==> src/rtl/fetch_stage_if.sv <==
// Handshake bundle between the fetch stage and its neighbours (EX redirect, hazard unit, imem, decode).
interface fetch_stage_if #(
  parameter int XLEN = 32
);
  logic            stall;
  logic            branch_taken;
  logic            jal;
  logic            jalr;
  logic [XLEN-1:0] pc_target;
  logic [XLEN-1:0] jalr_target;
  logic [XLEN-1:0] imem_addr;
  logic [31:0]     imem_rdata;
  logic [31:0]     if_id_instr;
  logic [XLEN-1:0] if_id_pc;
  logic [XLEN-1:0] if_id_pc4;
  logic            if_id_valid;
  logic            flush_id_ex;
  logic            fault;

  modport master (
    input  stall, branch_taken, jal, jalr, pc_target, jalr_target, imem_rdata,
    output imem_addr, if_id_instr, if_id_pc, if_id_pc4, if_id_valid, flush_id_ex, fault
  );

  modport slave (
    output stall, branch_taken, jal, jalr, pc_target, jalr_target, imem_rdata,
    input  imem_addr, if_id_instr, if_id_pc, if_id_pc4, if_id_valid, flush_id_ex, fault
  );
endinterface

==> src/rtl/fetch_stage.sv <==
// Instruction-fetch stage: owns the PC, drives imem, holds the IF/ID register,
// squashes on EX redirects and halts for good on a misaligned control-flow target.
module fetch_stage #(
  parameter int              XLEN     = 32,
  parameter logic [XLEN-1:0] RESET_PC = 32'h0000_0000,
  parameter logic [31:0]     NOP      = 32'h0000_0013
) (
  input  logic           clk,
  input  logic           rst,
  fetch_stage_if.master  bus
);

  typedef enum logic {RUN, HALT} state_t;

  localparam logic [XLEN-1:0] PC_STEP = XLEN'(4);

  state_t          state_q, state_d;
  logic [XLEN-1:0] pc_q, pc_d;
  logic [31:0]     instr_q, instr_d;
  logic [XLEN-1:0] id_pc_q, id_pc_d;
  logic [XLEN-1:0] id_pc4_q, id_pc4_d;
  logic            valid_q, valid_d;
  logic            fault_q, fault_d;

  logic            redirect;
  logic [XLEN-1:0] target;
  logic            misaligned;
  logic            flush;

  // JALR outranks JAL outranks branch; only JALR targets get bit 0 cleared.
  assign redirect   = (state_q == RUN) && (bus.jalr || bus.jal || bus.branch_taken);
  assign target     = bus.jalr ? {bus.jalr_target[XLEN-1:1], 1'b0} : bus.pc_target;
  assign misaligned = (target[1:0] != 2'b00);

  always_ff @(posedge clk or posedge rst) begin
    if (rst) state_q <= RUN;
    else     state_q <= state_d;
  end

  always_comb begin
    state_d = state_q;
    if (redirect && misaligned) state_d = HALT;
  end

  // Redirect is checked before stall: the EX instruction is older than the stalled ones.
  always_comb begin
    pc_d     = pc_q;
    instr_d  = instr_q;
    id_pc_d  = id_pc_q;
    id_pc4_d = id_pc4_q;
    valid_d  = valid_q;
    fault_d  = fault_q;
    flush    = 1'b0;
    if (state_q == RUN) begin
      if (redirect) begin
        flush    = 1'b1;
        instr_d  = NOP;
        id_pc_d  = '0;
        id_pc4_d = '0;
        valid_d  = 1'b0;
        if (misaligned) fault_d = 1'b1;
        else            pc_d    = target;
      end else if (!bus.stall) begin
        pc_d     = pc_q + PC_STEP;
        instr_d  = bus.imem_rdata;
        id_pc_d  = pc_q;
        id_pc4_d = pc_q + PC_STEP;
        valid_d  = 1'b1;
      end
    end
  end

  always_ff @(posedge clk or posedge rst) begin
    if (rst) begin
      pc_q     <= RESET_PC;
      instr_q  <= NOP;
      id_pc_q  <= '0;
      id_pc4_q <= '0;
      valid_q  <= 1'b0;
      fault_q  <= 1'b0;
    end else begin
      pc_q     <= pc_d;
      instr_q  <= instr_d;
      id_pc_q  <= id_pc_d;
      id_pc4_q <= id_pc4_d;
      valid_q  <= valid_d;
      fault_q  <= fault_d;
    end
  end

  assign bus.imem_addr   = pc_q;
  assign bus.if_id_instr = instr_q;
  assign bus.if_id_pc    = id_pc_q;
  assign bus.if_id_pc4   = id_pc4_q;
  assign bus.if_id_valid = valid_q;
  assign bus.flush_id_ex = flush;
  assign bus.fault       = fault_q;

endmodule

==> src/flat_wrapper.sv <==
// flat-port wrapper written by rule: the top's interface ports become plain ports
module fetch_stage_flat 
#(
  parameter int              XLEN     = 32,
  parameter logic [XLEN-1:0] RESET_PC = 32'h0000_0000,
  parameter logic [31:0]     NOP      = 32'h0000_0013
)
  (clk, rst, bus_stall, bus_branch_taken, bus_jal, bus_jalr, bus_pc_target, bus_jalr_target, bus_imem_rdata, bus_imem_addr, bus_if_id_instr, bus_if_id_pc, bus_if_id_pc4, bus_if_id_valid, bus_flush_id_ex, bus_fault);
  fetch_stage_if #(.XLEN(XLEN)) bus_i ();
  input  logic clk;
  input  logic rst;
  input wire logic [$bits(bus_i.stall)-1:0] bus_stall;
  input wire logic [$bits(bus_i.branch_taken)-1:0] bus_branch_taken;
  input wire logic [$bits(bus_i.jal)-1:0] bus_jal;
  input wire logic [$bits(bus_i.jalr)-1:0] bus_jalr;
  input wire logic [$bits(bus_i.pc_target)-1:0] bus_pc_target;
  input wire logic [$bits(bus_i.jalr_target)-1:0] bus_jalr_target;
  input wire logic [$bits(bus_i.imem_rdata)-1:0] bus_imem_rdata;
  output wire logic [$bits(bus_i.imem_addr)-1:0] bus_imem_addr;
  output wire logic [$bits(bus_i.if_id_instr)-1:0] bus_if_id_instr;
  output wire logic [$bits(bus_i.if_id_pc)-1:0] bus_if_id_pc;
  output wire logic [$bits(bus_i.if_id_pc4)-1:0] bus_if_id_pc4;
  output wire logic [$bits(bus_i.if_id_valid)-1:0] bus_if_id_valid;
  output wire logic [$bits(bus_i.flush_id_ex)-1:0] bus_flush_id_ex;
  output wire logic [$bits(bus_i.fault)-1:0] bus_fault;
  assign bus_i.stall = bus_stall;
  assign bus_i.branch_taken = bus_branch_taken;
  assign bus_i.jal = bus_jal;
  assign bus_i.jalr = bus_jalr;
  assign bus_i.pc_target = bus_pc_target;
  assign bus_i.jalr_target = bus_jalr_target;
  assign bus_i.imem_rdata = bus_imem_rdata;
  assign bus_imem_addr = bus_i.imem_addr;
  assign bus_if_id_instr = bus_i.if_id_instr;
  assign bus_if_id_pc = bus_i.if_id_pc;
  assign bus_if_id_pc4 = bus_i.if_id_pc4;
  assign bus_if_id_valid = bus_i.if_id_valid;
  assign bus_flush_id_ex = bus_i.flush_id_ex;
  assign bus_fault = bus_i.fault;
  fetch_stage #(.XLEN(XLEN), .RESET_PC(RESET_PC), .NOP(NOP)) u_core (.clk(clk), .rst(rst), .bus(bus_i));
endmodule
==> config.mk <==
export PLATFORM = sky130hd
export DESIGN_NAME = fetch_stage_flat
export DESIGN_NICKNAME = d
export VERILOG_FILES = /design/src/rtl/fetch_stage_if.sv /design/src/rtl/fetch_stage.sv /design/src/flat_wrapper.sv
export SDC_FILE = /design/constraint.sdc
export NUM_CORES = 1
export LEC_CHECK = 0
export ABC_AREA = 1
export CELL_PAD_IN_SITES_DETAIL_PLACEMENT = 0
export CELL_PAD_IN_SITES_GLOBAL_PLACEMENT = 2
export CORE_ASPECT_RATIO = 0.6
export CORE_MARGIN = 2
export CORE_UTILIZATION = 24
export CTS_CLUSTER_SIZE = 14
export DETAILED_ROUTE_END_ITERATION = 8
export GPL_TIMING_DRIVEN = 0
export HOLD_SLACK_MARGIN = 0.02
export PLACE_DENSITY = 0.75
export SLEW_MARGIN = 15
export SYNTH_ARGS = -nofsm -noshare
export SYNTH_HDL_FRONTEND = slang
export SYNTH_SLANG_ARGS = --single-unit
==> constraint.sdc <==
create_clock -name clk -period 5.25 [get_ports clk]
set_input_delay 1.05 -clock clk [delete_from_list [all_inputs] [get_ports clk]]
set_output_delay 1.05 -clock clk [all_outputs]
set_load 0.05 [all_outputs]
Word-level counts from Yosys, hierarchy flattened
Cells that the tools add are included.

cells by class
  muxes and demuxes = 13
  reductions and logical operators = 8
  $add $sub $neg = 1
  equal/unequal tests = 2
  bitwise operators = 1

operators with widths
  cell                                                              count
  32-bit 2-to-1 mux                                                 9
  32-bit by 3-bit adder with 32-bit output (second input constant)  1
  3-bit AND reduction                                               2
  1-bit 2-to-1 mux                                                  4
  1-bit logical AND                                                 2
  1-bit logical OR                                                  2
  2-bit by 1-bit != test with 1-bit output (second input constant)  1
  2-bit != test (second input constant)                             1
  2-bit AND reduction                                               1
  2-bit nonzero test                                                1
  1-bit NOT                                                         1

storage, ports and cells
  logic and storage cells = 32
  register bits = 131
  input port bits = 102

Depth between registers and ports, before layout
Gate-level depths: netlist of the first run.

  depth after elaboration = 5
  depth in mapped cells = 12

Least setup slack after synthesis of the first run
No wires, ideal clock.

  path type = input -> output
  start point = input bus_jalr
  end point = output bus_flush_id_ex
  buffers on the path = 2
  arrival time = 1.747 ns
  cell stages on the path = 6
  slack = 2.453 ns
  cell sequence = buf_6 nor2_4 nand2_2 nand2_4 inv_4 buf_2

between the ends
  cells in the longest elaborated chain, start to end = 5

RTL lines
  element                        line                text
  start, declared                flat_wrapper.sv:15  input wire logic [$bits(bus_i.jalr)-1:0] bus_jalr;
  1-bit logical OR (2 in a row)  fetch_stage.sv:31   assign redirect = (state_q == RUN) && (bus.jalr || bus.jal || bus.branch_taken);
  1-bit logical AND              fetch_stage.sv:31
  1-bit 2-to-1 mux               fetch_stage.sv:55   if (redirect) begin
  1-bit 2-to-1 mux               fetch_stage.sv:54   if (state_q == RUN) begin
  end, declared                  flat_wrapper.sv:24  output wire logic [$bits(bus_i.flush_id_ex)-1:0] bus_flush_id_ex;

Every way passes these cells.

Worst setup path after layout of the first run
  start point = input bus_jal
  end point = output bus_flush_id_ex

between the ends
  cells in the longest elaborated chain, start to end = 5

RTL lines
  element                        line                text
  start, declared                flat_wrapper.sv:14  input wire logic [$bits(bus_i.jal)-1:0] bus_jal;
  1-bit logical OR (2 in a row)  fetch_stage.sv:31
  1-bit logical AND              fetch_stage.sv:31
  1-bit 2-to-1 mux               fetch_stage.sv:55
  1-bit 2-to-1 mux               fetch_stage.sv:54

Every way passes these cells.

==> metrics.csv, run 1 <==
metric;value;unit
Power Dens Cells;233.7;nW/um^2
total gr overflow;0;
CP Class;in -> out;
DRC;0;
antenna violations before repair;0;
hold-fix buffers at CTS;0;
most used cell, CP;clkdlybuf4s50_1;
Post-DP HPWL;20.34;mm
CTS tree;yes;
fraction of layout cells with a size suffix above 1;0.08379;
clock skew;0.009256;ns
die area;28040;sq um
Root Driver;clkbuf_16;
largest net degree at the start of global routing;90;
Util after Layout;0.3701;
final hold vios;0;
placed insts;1426;
fin crit share;0.7894;
most frequent cells in the layout;nand2_1, clkdlybuf4s50_1, dfrtp_1;
synthesized cell area;6402;sq um
All-Layer GR Usage;0.1968;
Antenna Diode Count;0;
Final WS setup;1.106;ns
Die X;214.9;um
Worst Path Buf+Inv;4;
Async SR Flop Fraction;1.000;
Netlist cell types;30;
Skew-Pair Late Insertion Delay;0.45;ns
DR top layer;met4;
clk sinks;129;
DR WL/cell;18.46;um
pre-CTS setup slack;1.101;ns
Finished Cell Area;9736;sq um
Top FF cell, synth;dfrtp_1;
hold_ws;0.4774;ns
Iter 0 DRT Violations;474;
crit path cell chain;clkdlybuf4s50_1 -> nor2_4 -> nand2_2 -> nand2_4 -> inv_4 -> buf_2 -> clkdlybuf4s50_1;
Crit. End Element;output port;
DR pass1 iterations;4;
H-Tree Depth;4;
Starting Density;0.2434;
Max Slew Vio Count;0;
area grow syn2layout;52.06;%
met2 wire length;10.60;mm
I/O Buffers;230;
met3 WL post-DR;1.936;mm
Post-Route WL;26.91;mm
Yosys warnings;0;
postcts setup bufs;0;
global-route wire length before repair;40.49;mm
Worst EP arrival;3.09;ns
Die Ht;130.5;um
max_slew headroom;0.3989;
via count;6409;
Cell Count, Final, Fillers Out;1458;
RSZ-0062 raised after global routing;false;
max-cap violation count;0;
fillers;2815;
post-synthesis register bit count;129;
setup violators final;0;
Seq/Total Area, Yosys;0.5048;
Num CTS Buffers;17;
EDFF count, synth;0;
Crit Path Max Fanout;10;
row count;46;
placed instance area;9190;sq um
Final Critical Period;4.144;ns
Worst VDD drop;0.2009;mV
gate count after technology mapping;835;
post-route setup TNS;0;ns
clock buffer depth;2;
core area;26300;sq um
Largest delay share family, worst path;buffers and inverters;
Nets;1188;
measured slew at the worst slew-check pin;0.9016;ns
CTS resizes;0;
HP Class;reg -> reg;
WP data required;4.20;ns
Worst-path clk slew;0.05;ns
overall power;2.275;mW
achievable clock frequency;0.2413;GHz
outcome;finished clean;
Worst path max stage delay;0.87;ns
Avg Vias per Cell;4.396;
mean area per synthesized cell;7.668;sq um
reg-to-reg setup timing slack;3.25;ns
Max stage delay cell, worst path;clkdlybuf4s50_1;
Syn Nets;938;
Ports;233;
CP startpoint kind;input port;
vias in the first global route;6391;
most common cell after layout, fill and taps aside;nand2_1;
Final GP Congestion;0.8351;
Leak;4.770;nW
antenna viol nets, final;0;
met1 wire length;13.93;mm
==> cells by family (layout without fill, tap and decap cells) <==
kind of cell    after synthesis  after routing  synth area share
flops                       129            129            0.5048
fa+ha+maj                     1              1          0.001954
compound gates              122            122            0.1073
buf+inv                      93            356           0.07055
xor+xnor                      1              1          0.001368
simple gates                489            489            0.3141
==> worst min-delay path: cells and delay by family, from the launching register on <==
family / cells / cell delay (ns)
buffers and inverters: 1 / 0.04
flip-flops: 1 / 0.35
AND/OR/NAND/NOR: 1 / 0.05
==> layer usage <==
layer | track usage | vias up
met5 | 0 | -
met4 | 0.06413 | 0
met3 | 0.05903 | 22
met2 | 0.2745 | 205
met1 | 0.2881 | 3049
li1 | - | 3133
==> registers in the layout (all words and copies together) (netlist names) <==
name,count
u_core.state_q,1
u_core.bus.imem_addr,32
u_core.bus.if_id_instr,32
u_core.bus.if_id_valid,1
u_core.bus.if_id_pc,30
u_core.bus.if_id_pc4,32
u_core.bus.fault,1
==> synthesized netlist by cell type, types with 4 or more instances <==
cell      count  area share
nand2_2       4      0.0039
inv_2         4      0.0023
dfrtp_1     126        0.49
nand3_1      40       0.031
buf_4         6      0.0070
buf_6         7       0.012
nand2_1     366        0.21
a21boi_1     10       0.012
o21ai_0      28       0.022
nand2_4       5      0.0088
o21ai_1      47       0.037
a21boi_2      5      0.0088
buf_2        18       0.014
clkbuf_1      8      0.0047
a21oi_1      26       0.020
nor2_1       60       0.035
inv_1        48       0.028
nor2_4        6       0.011
==> power breakdown <==
part / total, mW / switching (mW) / internal (mW)
clock: 1.15 / 0.462 / 0.686
sequential: 0.995 / 0 / 0.995
combinational: 0.132 / 0.0567 / 0.0756
==> final timing paths <==
kind                                     startpoint                        end  cells after the start
setup / recovery                            bus_jal            bus_flush_id_ex                      7
hold / removal                     u_core.bus.fault           u_core.bus.fault                      2
setup reg to reg           u_core.bus.imem_addr[11]   u_core.bus.if_id_pc4[23]                      8
hold reg to reg                    u_core.bus.fault           u_core.bus.fault                      2
max in group asynchronous                       rst  u_core.bus.if_id_instr[0]                      3
min in group asynchronous                       rst    u_core.bus.if_id_pc[23]                      2
==> layout make-up <==
class                      count  area, sq um  area share
clock buffer                  27        493.0     0.05064
tap                          360        450.4     0.04627
clock inverter                 5        52.55    0.005398
timing repair buffer         231         2330      0.2393
buffer                        39        244.0     0.02506
multi-input combinational    613         2719      0.2793
inverter                      54        215.2     0.02211
sequential                   129         3232      0.3320
No activity file was read; power rests on OpenSTA's default activity.
==> run 2, diff against run 1 <==
Settings changed: CORE_UTILIZATION 24 to 22, PLACE_DENSITY 0.75 to 0.72.
Clock period 5.25 ns to 3.8 ns, I/O delays scaled along.
==> metrics.csv, run 2 (synthesis gave the netlist of run 1 again) <==
metric;value;unit;change
CP startpoint;bus_jal;;unchanged
antenna violations before repair;0;;unchanged
Antenna Diode Count;0;;unchanged
die area;30530;sq um;was 28040 sq um
Max Slew Vio Count;0;;unchanged
Reg2Reg Capture Point;u_core.bus.if_id_pc4[28];;was u_core.bus.if_id_pc4[23]
global-route wire length before repair;40.56;mm;was 40.49 mm
Die Ht;136.1;um;was 130.5 um
DR WL/cell;18.37;um;was 18.46 um
FF-to-FF path depth;9;;was 8
Num CTS Buffers;17;;unchanged
Ports;233;;unchanged
crit path cell chain;clkdlybuf4s50_1 -> nor2_4 -> nand2_2 -> nand2_4 -> inv_4 -> buf_2 -> clkdlybuf4s50_1;;unchanged
clk sinks;129;;unchanged
core area;28710;sq um;was 26300 sq um
total gr overflow;0;;unchanged
Iter 0 DRT Violations;322;;was 474
max-cap violation count;0;;unchanged
Final Critical Period;3.551;ns;
measured slew at the worst slew-check pin;0.8625;ns;was 0.9016 ns
Skew-Pair Late Insertion Delay;0.44;ns;was 0.45 ns
Avg Vias per Cell;4.301;;was 4.396
Critical Path Sink;bus_flush_id_ex;;unchanged
final hold vios;0;;unchanged
fin crit share;0.9345;;
clock buffer depth;2;;unchanged
hold-fix buffers at CTS;0;;unchanged
WP data required;3.04;ns;was 4.20 ns
H-Tree Depth;4;;unchanged
post-route setup TNS;0;ns;unchanged
stages on the worst setup path;7;;unchanged
Starting Density;0.2230;;was 0.2434
Post-DP HPWL;21.11;mm;was 20.34 mm
postcts setup bufs;0;;unchanged
CP startpoint kind;input port;;unchanged
DR pass1 iterations;4;;unchanged
fillers;3107;;was 2815
Worst EP arrival;2.79;ns;was 3.09 ns
Util after Layout;0.3437;;was 0.3701
Die X;224.2;um;was 214.9 um
Final GP Congestion;0.7989;;was 0.8351
max_slew headroom;0.4250;;was 0.3989
Max stage delay cell, worst path;clkdlybuf4s50_1;;unchanged
reg-to-reg setup timing slack;1.84;ns;was 3.25 ns
outcome;finished clean;;unchanged
Final WS setup;0.2488;ns;was 1.106 ns
All-Layer GR Usage;0.1834;;was 0.1968
RR Startpoint;u_core.bus.imem_addr[2];;was u_core.bus.imem_addr[11]
HP Class;reg -> reg;;unchanged
most used cell, CP;clkdlybuf4s50_1;;unchanged
clock skew;0.008014;ns;was 0.009256 ns
Leak;4.809;nW;was 4.770 nW
CP Class;in -> out;;unchanged
via count;6349;;was 6409
Worst VDD drop;0.3303;mV;was 0.2009 mV
Crit Path Max Fanout;10;;unchanged
largest net degree at the start of global routing;34;;was 90
most common cell after layout, fill and taps aside;nand2_1;;unchanged
Nets;1191;;was 1188
Worst-path clk slew;0.06;ns;was 0.05 ns
Worst Path Buf+Inv;4;;unchanged
Post-Route WL;27.12;mm;was 26.91 mm
Crit. End Element;output port;;unchanged
area grow syn2layout;54.09;%;was 52.06%
pre-CTS setup slack;0.2399;ns;was 1.101 ns
most frequent cells in the layout;nand2_1, clkdlybuf4s50_1, dfrtp_1;;unchanged
Largest delay share family, worst path;buffers and inverters;;unchanged
setup violators final;0;;unchanged
Worst path max stage delay;0.88;ns;was 0.87 ns
I/O Buffers;230;;unchanged
placed instance area;9258;sq um;was 9190 sq um
RSZ-0062 raised after global routing;false;;unchanged
DRC;0;;unchanged
CTS tree;yes;;unchanged
vias in the first global route;6306;;was 6391
achievable clock frequency;0.2816;GHz;
Root Driver;clkbuf_16;;unchanged
Power Dens Cells;334.4;nW/um^2;was 233.7 nW/um^2
antenna viol nets, final;0;;unchanged
CTS resizes;0;;unchanged
row count;48;;was 46
Finished Cell Area;9866;sq um;was 9736 sq um
fraction of layout cells with a size suffix above 1;0.08992;;was 0.08379
==> run 2: changes by cell type in the layout (fill, tap and decap cells not counted) <==
| cell | before | now |
|---|---|---|
| buf_16 | 1 | 0 |
| clkinvlp_4 | 1 | 5 |
| clkinv_2 | 3 | 2 |
| inv_8 | 1 | 0 |
| clkbuf_1 | 15 | 11 |
| bufinv_16 | 1 | 3 |
| buf_12 | 0 | 4 |
==> run 2: where the power goes <==
part | leakage [nW] | switching (mW) | internal [mW] | total [mW]
Combinational | 2.89 | 0.0796 | 0.110 | 0.189
Sequential | 1.63 | 0 | 1.37 | 1.37
Clock | 0.285 | 0.656 | 1.08 | 1.74
Total | 4.81 | 0.735 | 2.56 | 3.30
==> run 2: through the flow <==
stage / total power [mW] / std cells / hold slack, ns
2_1_floorplan: 1.450 / 835 / 0.4783
3_3_place_gp: 1.583 / 1440 / 0.4491
3_5_place_dp: 1.591 / 1444 / 0.4598
4_1_cts: 3.344 / 1476 / 0.4808
5_1_grt: 3.412 / 1476 / 0.5026
6_report: 3.299 / 1476 / 0.4772
==> run 2: layout make-up <==
class,count,area (sq um),area share
multi-input cells,613,2719,0.2756
flip-flops and latches,129,3232,0.3276
plain buffers,39,244.0,0.02473
repair buffers,234,2382,0.2415
inverters,54,211.5,0.02143
clock buffers,23,478.0,0.04845
clock inverters,9,130.1,0.01319
well taps,375,469.2,0.04756
==> run 2: how the worst min path moves through the flow <==
stage,cells after the start,from,slack (ns),endpoint
after floorplan,2,u_core.state_q,0.48,u_core.state_q
after global placement,2,u_core.bus.fault,0.45,u_core.bus.fault
after detailed placement,2,u_core.bus.fault,0.46,u_core.bus.fault
after CTS,2,u_core.bus.if_id_instr[13],0.48,u_core.bus.if_id_instr[13]
after global routing,2,u_core.bus.if_id_valid,0.50,u_core.bus.if_id_valid
final,2,u_core.bus.if_id_pc[3],0.48,u_core.bus.if_id_pc[3]
==> run 2: metal layers <==
| metal | vias to the layer above | routed length (um) | track usage |
|---|---|---|---|
| li1 | 3145 | - | - |
| met1 | 3027 | 14270 | 0.2711 |
| met2 | 161 | 11060 | 0.2604 |
| met3 | 16 | 1609 | 0.05641 |
| met4 | 0 | 172 | 0.03753 |
| met5 | - | 0 | 0 |
==> run 2: worst register-to-register path, stage by stage (launching register included) <==
cell	delay, ns
dfrtp_1	0.47
ha_1	0.31
inv_1	0.12
nor2_4	0.19
nand2_2	0.15
nor2_2	0.25
nand2_1	0.09
nand2_1	0.06
nand3_1	0.10
o21ai_0	0.15
